--- config.mk ---
export PLATFORM = sky130hd
export DESIGN_NAME = pc_unit_flat
export DESIGN_NICKNAME = d
export VERILOG_FILES = /design/src/rtl/pc_unit_if.sv /design/src/rtl/pc_unit.sv /design/src/flat_wrapper.sv
export SDC_FILE = /design/constraint.sdc
export NUM_CORES = 1
export LEC_CHECK = 0
export BUFFER_PORTS_ARGS = -buffer_cell sky130_fd_sc_hd__buf_4
export CAP_MARGIN = 20
export CORE_UTILIZATION = 45
export DETAILED_ROUTE_END_ITERATION = 10
export GPL_TIMING_DRIVEN = 0
export HOLD_SLACK_MARGIN = 0.08
export PLACE_DENSITY = 0.78
export SLEW_MARGIN = 20
export SYNTH_ARGS = -nofsm -noshare
export SYNTH_HDL_FRONTEND = slang
export SYNTH_SLANG_ARGS = --single-unit
--- constraint.sdc ---
create_clock -name clk -period 2 [get_ports clk]
set_input_delay 0.3 -clock clk [delete_from_list [all_inputs] [get_ports clk]]
set_output_delay 0.3 -clock clk [all_outputs]
set_load 0.02 [all_outputs]
--- src/rtl/pc_unit_if.sv ---
// Fetch-PC bus between pipeline control and pc_unit.
// Signal names follow the fetch/decode stage suffixes used across the core.
interface pc_unit_if;
  logic        stall_f;
  logic        stall_d;
  logic        branch_d;
  logic [31:0] branch_target_d;
  logic        jump_d;
  logic [31:0] jump_target_d;
  logic        exc_flush;
  logic [31:0] exc_pc;
  logic [31:0] pc_f;
  logic [31:0] pc_plus4_f;
  logic        inst_req;
  logic        redirect_pending;
  logic        adel_f;

  modport slave (
    input  stall_f, stall_d, branch_d, branch_target_d, jump_d, jump_target_d,
    input  exc_flush, exc_pc,
    output pc_f, pc_plus4_f, inst_req, redirect_pending, adel_f
  );

  modport master (
    output stall_f, stall_d, branch_d, branch_target_d, jump_d, jump_target_d,
    output exc_flush, exc_pc,
    input  pc_f, pc_plus4_f, inst_req, redirect_pending, adel_f
  );
endinterface

--- src/rtl/pc_unit.sv ---
// Fetch program counter with a one-entry buffer for decode redirects raised while fetch stalls.
// Optional fetch alignment check enabled by defining PC_ALIGN_CHECK_EN.
module pc_unit #(
  parameter logic [31:0] RESET_PC = 32'hBFC00000
) (
  input logic        clk,
  input logic        rst,
  pc_unit_if.slave   pc_if
);

  typedef enum logic [0:0] {StIdle, StPending} state_e;

  state_e      state_q, state_d;
  logic [31:0] pc_q, pc_d;
  logic [31:0] pend_target_q, pend_target_d;
  logic        redirect_d;
  logic [31:0] target;

  assign redirect_d = (pc_if.branch_d | pc_if.jump_d) & ~pc_if.stall_d;
  assign target     = pc_if.jump_d ? pc_if.jump_target_d : pc_if.branch_target_d;

  always_comb begin
    state_d       = state_q;
    pc_d          = pc_q;
    pend_target_d = pend_target_q;
    if (pc_if.exc_flush) begin
      pc_d          = pc_if.exc_pc;
      state_d       = StIdle;
      pend_target_d = '0;
    end else if (pc_if.stall_f) begin
      // Only the first redirect seen during a stall is kept.
      if (state_q == StIdle && redirect_d) begin
        pend_target_d = target;
        state_d       = StPending;
      end
    end else if (state_q == StPending) begin
      pc_d    = pend_target_q;
      state_d = StIdle;
    end else if (redirect_d) begin
      pc_d = target;
    end else begin
      pc_d = pc_q + 32'd4;
    end
  end

  always_ff @(posedge clk or posedge rst) begin
    if (rst) begin
      state_q       <= StIdle;
      pc_q          <= RESET_PC;
      pend_target_q <= '0;
    end else begin
      state_q       <= state_d;
      pc_q          <= pc_d;
      pend_target_q <= pend_target_d;
    end
  end

  assign pc_if.pc_f             = pc_q;
  assign pc_if.pc_plus4_f       = pc_q + 32'd4;
  assign pc_if.redirect_pending = (state_q == StPending);

`ifdef PC_ALIGN_CHECK_EN
  logic adel;
  assign adel           = (pc_q[1:0] != 2'b00) & ~rst;
  assign pc_if.adel_f   = adel;
  assign pc_if.inst_req = ~rst & ~adel;
`else
  assign pc_if.adel_f   = 1'b0;
  assign pc_if.inst_req = ~rst;
`endif

endmodule

--- src/flat_wrapper.sv ---
// flat-port wrapper written by rule: the top's interface ports become plain ports
module pc_unit_flat 
#(
  parameter logic [31:0] RESET_PC = 32'hBFC00000
)
  (clk, rst, pc_if_stall_f, pc_if_stall_d, pc_if_branch_d, pc_if_branch_target_d, pc_if_jump_d, pc_if_jump_target_d, pc_if_exc_flush, pc_if_exc_pc, pc_if_pc_f, pc_if_pc_plus4_f, pc_if_inst_req, pc_if_redirect_pending, pc_if_adel_f);
  pc_unit_if pc_if_i ();
  input logic clk;
  input logic rst;
  input wire logic [$bits(pc_if_i.stall_f)-1:0] pc_if_stall_f;
  input wire logic [$bits(pc_if_i.stall_d)-1:0] pc_if_stall_d;
  input wire logic [$bits(pc_if_i.branch_d)-1:0] pc_if_branch_d;
  input wire logic [$bits(pc_if_i.branch_target_d)-1:0] pc_if_branch_target_d;
  input wire logic [$bits(pc_if_i.jump_d)-1:0] pc_if_jump_d;
  input wire logic [$bits(pc_if_i.jump_target_d)-1:0] pc_if_jump_target_d;
  input wire logic [$bits(pc_if_i.exc_flush)-1:0] pc_if_exc_flush;
  input wire logic [$bits(pc_if_i.exc_pc)-1:0] pc_if_exc_pc;
  output wire logic [$bits(pc_if_i.pc_f)-1:0] pc_if_pc_f;
  output wire logic [$bits(pc_if_i.pc_plus4_f)-1:0] pc_if_pc_plus4_f;
  output wire logic [$bits(pc_if_i.inst_req)-1:0] pc_if_inst_req;
  output wire logic [$bits(pc_if_i.redirect_pending)-1:0] pc_if_redirect_pending;
  output wire logic [$bits(pc_if_i.adel_f)-1:0] pc_if_adel_f;
  assign pc_if_i.stall_f = pc_if_stall_f;
  assign pc_if_i.stall_d = pc_if_stall_d;
  assign pc_if_i.branch_d = pc_if_branch_d;
  assign pc_if_i.branch_target_d = pc_if_branch_target_d;
  assign pc_if_i.jump_d = pc_if_jump_d;
  assign pc_if_i.jump_target_d = pc_if_jump_target_d;
  assign pc_if_i.exc_flush = pc_if_exc_flush;
  assign pc_if_i.exc_pc = pc_if_exc_pc;
  assign pc_if_pc_f = pc_if_i.pc_f;
  assign pc_if_pc_plus4_f = pc_if_i.pc_plus4_f;
  assign pc_if_inst_req = pc_if_i.inst_req;
  assign pc_if_redirect_pending = pc_if_i.redirect_pending;
  assign pc_if_adel_f = pc_if_i.adel_f;
  pc_unit #(.RESET_PC(RESET_PC)) u_core (.clk(clk), .rst(rst), .pc_if(pc_if_i));
endmodule
# ---- Word level (Yosys, flattened, before mapping)
# Cells that the tools add are included.
dict set report word_totals {
  ff_bits 65
  word_cells 26
  out_inout_bits 67
}
dict set report op_classes {
  n_reduce_logical 4
  n_mux 11
  n_eq_ne 2
  bitwise 5
  add_sub_neg 1
}
# op count
set ops {}
lappend ops {{32-bit two-way mux} 8}
lappend ops {{32-bit by 3-bit adder with 32-bit output (second input constant)} 1}
lappend ops {{2-bit nonzero test} 2}
lappend ops {{1-bit two-way mux} 3}
lappend ops {{3-bit by 1-bit inequality test with 1-bit output (second input constant)} 1}
lappend ops {{1-bit inverter} 3}
lappend ops {{2-bit by 1-bit inequality test with 1-bit output (second input constant)} 1}
lappend ops {{2-bit AND reduction} 1}
lappend ops {{1-bit bitwise AND} 1}
lappend ops {{1-bit logical AND} 1}
lappend ops {{1-bit OR} 1}

# ---- Longest topological paths before layout
dict set report depth {
  ltp_word 6
  mapped_depth 8
  depth_no_buf 6
}

# ---- Worst setup path before layout
# No wires, ideal clock.
dict set report synth_timing {
  path_type {reg-to-output}
  start {register u_core.pc_q[4] (netlist: u_core.pc_if.pc_f[4])}
  end {output pc_if_pc_plus4_f[22]}
  t_arrival_ps 1832
  n_path_buf 3
  slack_ps -132
  path_stages_with_launch 8
  cell_sequence {dfrtp_1 buf_2 and4_1 buf_6 and4_1 buf_4 nand4_1 xnor2_1}
}
dict set report synth_via {
  elab_chain_cells 1
}
# item line
set synth_rtl {}
lappend synth_rtl {{from (decl)} pc_unit.sv:14} ;# logic [31:0] pc_q, pc_d;
lappend synth_rtl {{from (signal assigned)} pc_unit.sv:53} ;# pc_q <= pc_d;
lappend synth_rtl {{32-bit by 3-bit adder with 32-bit output} pc_unit.sv:59} ;# assign pc_if.pc_plus4_f = pc_q + 32'd4;
lappend synth_rtl {{to (decl)} flat_wrapper.sv:19} ;# output wire logic [$bits(pc_if_i.pc_plus4_f)-1:0] pc_if_pc_plus4_f;
# No other way between the ends.

# ---- Worst setup path after layout
dict set report layout_timing {
  start {register u_core.pc_q[6] (netlist: u_core.pc_if.pc_f[6])}
  end {output pc_if_pc_plus4_f[22]}
}
# The elaborated chain is that of the path after synthesis.

==> metrics.yaml <==
placement:
  numPortBuffers: 165
  dp_hpwl_um: 12100
  dpl_cell_area_mm2: 0.005912
  gp_congestion: 0.9029
global_routing:
  grt_pass1_vias: 5217
  overflow: 0
  antenna_found_initial: 0
  grt_usage: 0.3527
  grt_pass1_wl_um: 27160
  grt_max_degree: 34
route:
  routedWlPerCell_um: 22.33
  drtIter0Drc: 637
  remaining_drc_errors: 0
  wl_um: 20030
  drtAntennaViolNets: 0
  drt-vias-per-instance: 6.474
  vias: 5807
  firstDrtPassIters: 5
die:
  fp.dieH_um: 100.9
  ios: 170
  die_area_mm2: 0.01017
  rows: 35
  die_w_um: 100.9
  initial_core_util: 0.4693
  core-area_mm2: 0.009371
layout:
  stdcell_area_mm2: 0.007099
  antenna_cells: 0
  final_nets: 869
  layout_common_cells: "219 x buf_4, 49 x nand2_1, 44 x a21oi_1, 43 x dfrtp_1, 32 x clkbuf_1"
  final_common_cell: "buf_4"
  drive_above_1_share: 0.4844
  multi_input_area_mm2: 0.002908
  regArea_mm2: 0.001654
  area_growth_pct: 61.42
  fill_cells: 662
synthesis:
  yosysSeqAreaShare: 0.3724
  syn_area_mm2: 0.004398
  synthArstFlopShare: 1.000
  synth_cell_types: 58
  postSynthAreaPerCell_um2: 8.490
  synth_edf_count: 0
  ys_warn_count: 0
  synth_top_area_frac: 0.3186
  ys.flop_type: "dfrtp_1"
  syn-num-nets: 622
  synth.ff_latch_count: 65
  synthCells: 518
  synth_top_area_cell: "dfrtp_1"
  synthTopCellsByArea: "dfrtp_1 32%, a21oi_1 6.5%, dfstp_2 5.4%"
pwr:
  p_total_mw: 4.298
  vdd_drop_max_v: 0.0003276
  p_leak_nw: 3.271
  powerDensity_mw_per_mm2: 605.3
critical_path:
  critical_path_class: "flop to output pin"
  worstPathMaxFanout: 8
  worstPathRequired_ns: 1.70
  endpoint_kind: "output pin"
  start_kind: "flop"
  cp_data_arrival_time_ns: 2.08
timing:
  drv_slew: 0
  fmax_ghz: 0.4204
  slew_headroom: 0.5332
  rsz0062_at_grt: "yes"
  fin_worst_skew_ns: 0.01222
  fin_crit_sh: 1.189
  worstMarginPinSlew_ns: 0.6977
  setup_viol: 26
  hold_violations: 0
  period_minus_slack_ns: 2.379
  setup_ws_ns: -0.3786
cts:
  clockBufferDepth: 2
  cts_tree: "built"
  clk_latency_ns: 0.35
  h-tree-depth: 3
  clk_pin_slew_worst_paths_ns: 0.08
  cts_buffers: 9
  cts.sinks: 65
  cts-root-buf: "clkbuf_8"
run_status:
  run_status: "finished, violations left"
  violations: "negative setup slack"
worst_hold_path:
  min_path_type: "input port to flop"
flow_run:
  drv_cap: 0
[power breakdown]
group	switching [mW]	total, mW	leakage [nW]	internal, mW
Clock	0.520	0.957	0.0733	0.437
Combinational	0.959	1.76	2.39	0.803
Sequential	0.139	1.58	0.805	1.44
Total	1.62	4.30	3.27	2.68
[through the flow]
step	hold WS, ns	util	setup TNS (ns)	cells	setup slack, ns
after global routing	0.1692	0.7575	-6.046	897	-0.4298
after floorplan	0.4193	-	0	518	0.005888
after global placement	0.4627	0.6266	-4.735	812	-0.4511
final	0.1656	0.7575	-5.273	897	-0.3786
after CTS	0.1668	0.7147	-3.131	873	-0.3049
after detailed placement	0.4090	0.6308	-5.032	814	-0.2757
[synth_stat cells, types with 12 or more instances]
master    count
clkbuf_1     29
nor3_1       17
dfrtp_1      56
o21ai_0      16
nand2_1      53
a22o_1       24
nor2_1       34
buf_2        14
a21oi_1      57
a211oi_1     27
a221o_1      12
inv_1        22
xnor2_1      22
nand3b_1     20
[final cells by class]
type | count | area share
inverter | 22 | 0.01216
tap | 129 | 0.02274
clock buffer | 13 | 0.01956
sequential | 65 | 0.2330
multi-input combinational | 382 | 0.4096
timing repair buffer | 239 | 0.2682
buffer | 46 | 0.03401
clock inverter | 1 | 0.0007050
[metal layers]
| layer | vias up | wire [µm] | track usage |
|---|---|---|---|
| li1 | 2399 | - | - |
| met1 | 2726 | 7403 | 0.4706 |
| met2 | 545 | 9015 | 0.5580 |
| met3 | 137 | 2306 | 0.06588 |
| met4 | 0 | 1304 | 0.1583 |
| met5 | - | 0 | 0 |
[what timing repair did]
item,CTS,global route
hold buffers,1,0
gates resized for setup,73,60
setup buffers,45,26
setup endpoints to repair,59,68
pin swaps,30,40
endpoints found under the hold margin,48,0
[sequential cells by signal, summed over array words and instances, names as in the netlist]
register,cells
u_core.pc_if.pc_f,32
u_core.pc_if.redirect_pending,1
u_core.pend_target_q,32
[logic make-up (layout without fill, tap and decap cells)]
logic type               after synthesis  after routing  share of synthesized area
adder cells (fa/ha/maj)                1              1                   0.002844
XOR/XNOR                              24             24                    0.04779
multiplexers                           8              8                    0.01821
AO/OA/AOI/OAI                        173            173                     0.2731
other                                  1              1                  0.0008527
flip-flops                            65             65                     0.3724
AND/OR/NAND/NOR                      175            175                     0.2142
buffers and inverters                 71            321                    0.07056
[worst max-delay path, cell delays in order (launching register included)]
cell     delay [ns]
dfrtp_2        0.44
and4_4         0.28
and4_1         0.23
buf_6          0.17
nand4_1        0.18
xnor2_2        0.25
buf_4          0.17
[worst paths after layout]
kind                                               startpoint                 endpoint  slack [ns]  cells after the start
worst min-delay path                          pc_if_exc_pc[1]     u_core.pc_if.pc_f[1]        0.17                      3
worst max-delay path                     u_core.pc_if.pc_f[6]     pc_if_pc_plus4_f[22]       -0.38                      6
max in group asynchronous                                 rst    u_core.pc_if.pc_f[24]        1.14                      4
min in group asynchronous                                 rst    u_core.pc_if.pc_f[26]        0.60                      3
worst max register to register  u_core.pc_if.redirect_pending     u_core.pc_if.pc_f[6]       -0.04                      8
worst min register to register        u_core.pend_target_q[8]  u_core.pend_target_q[8]        0.51                      2
Power figures use the tool's default switching activity.
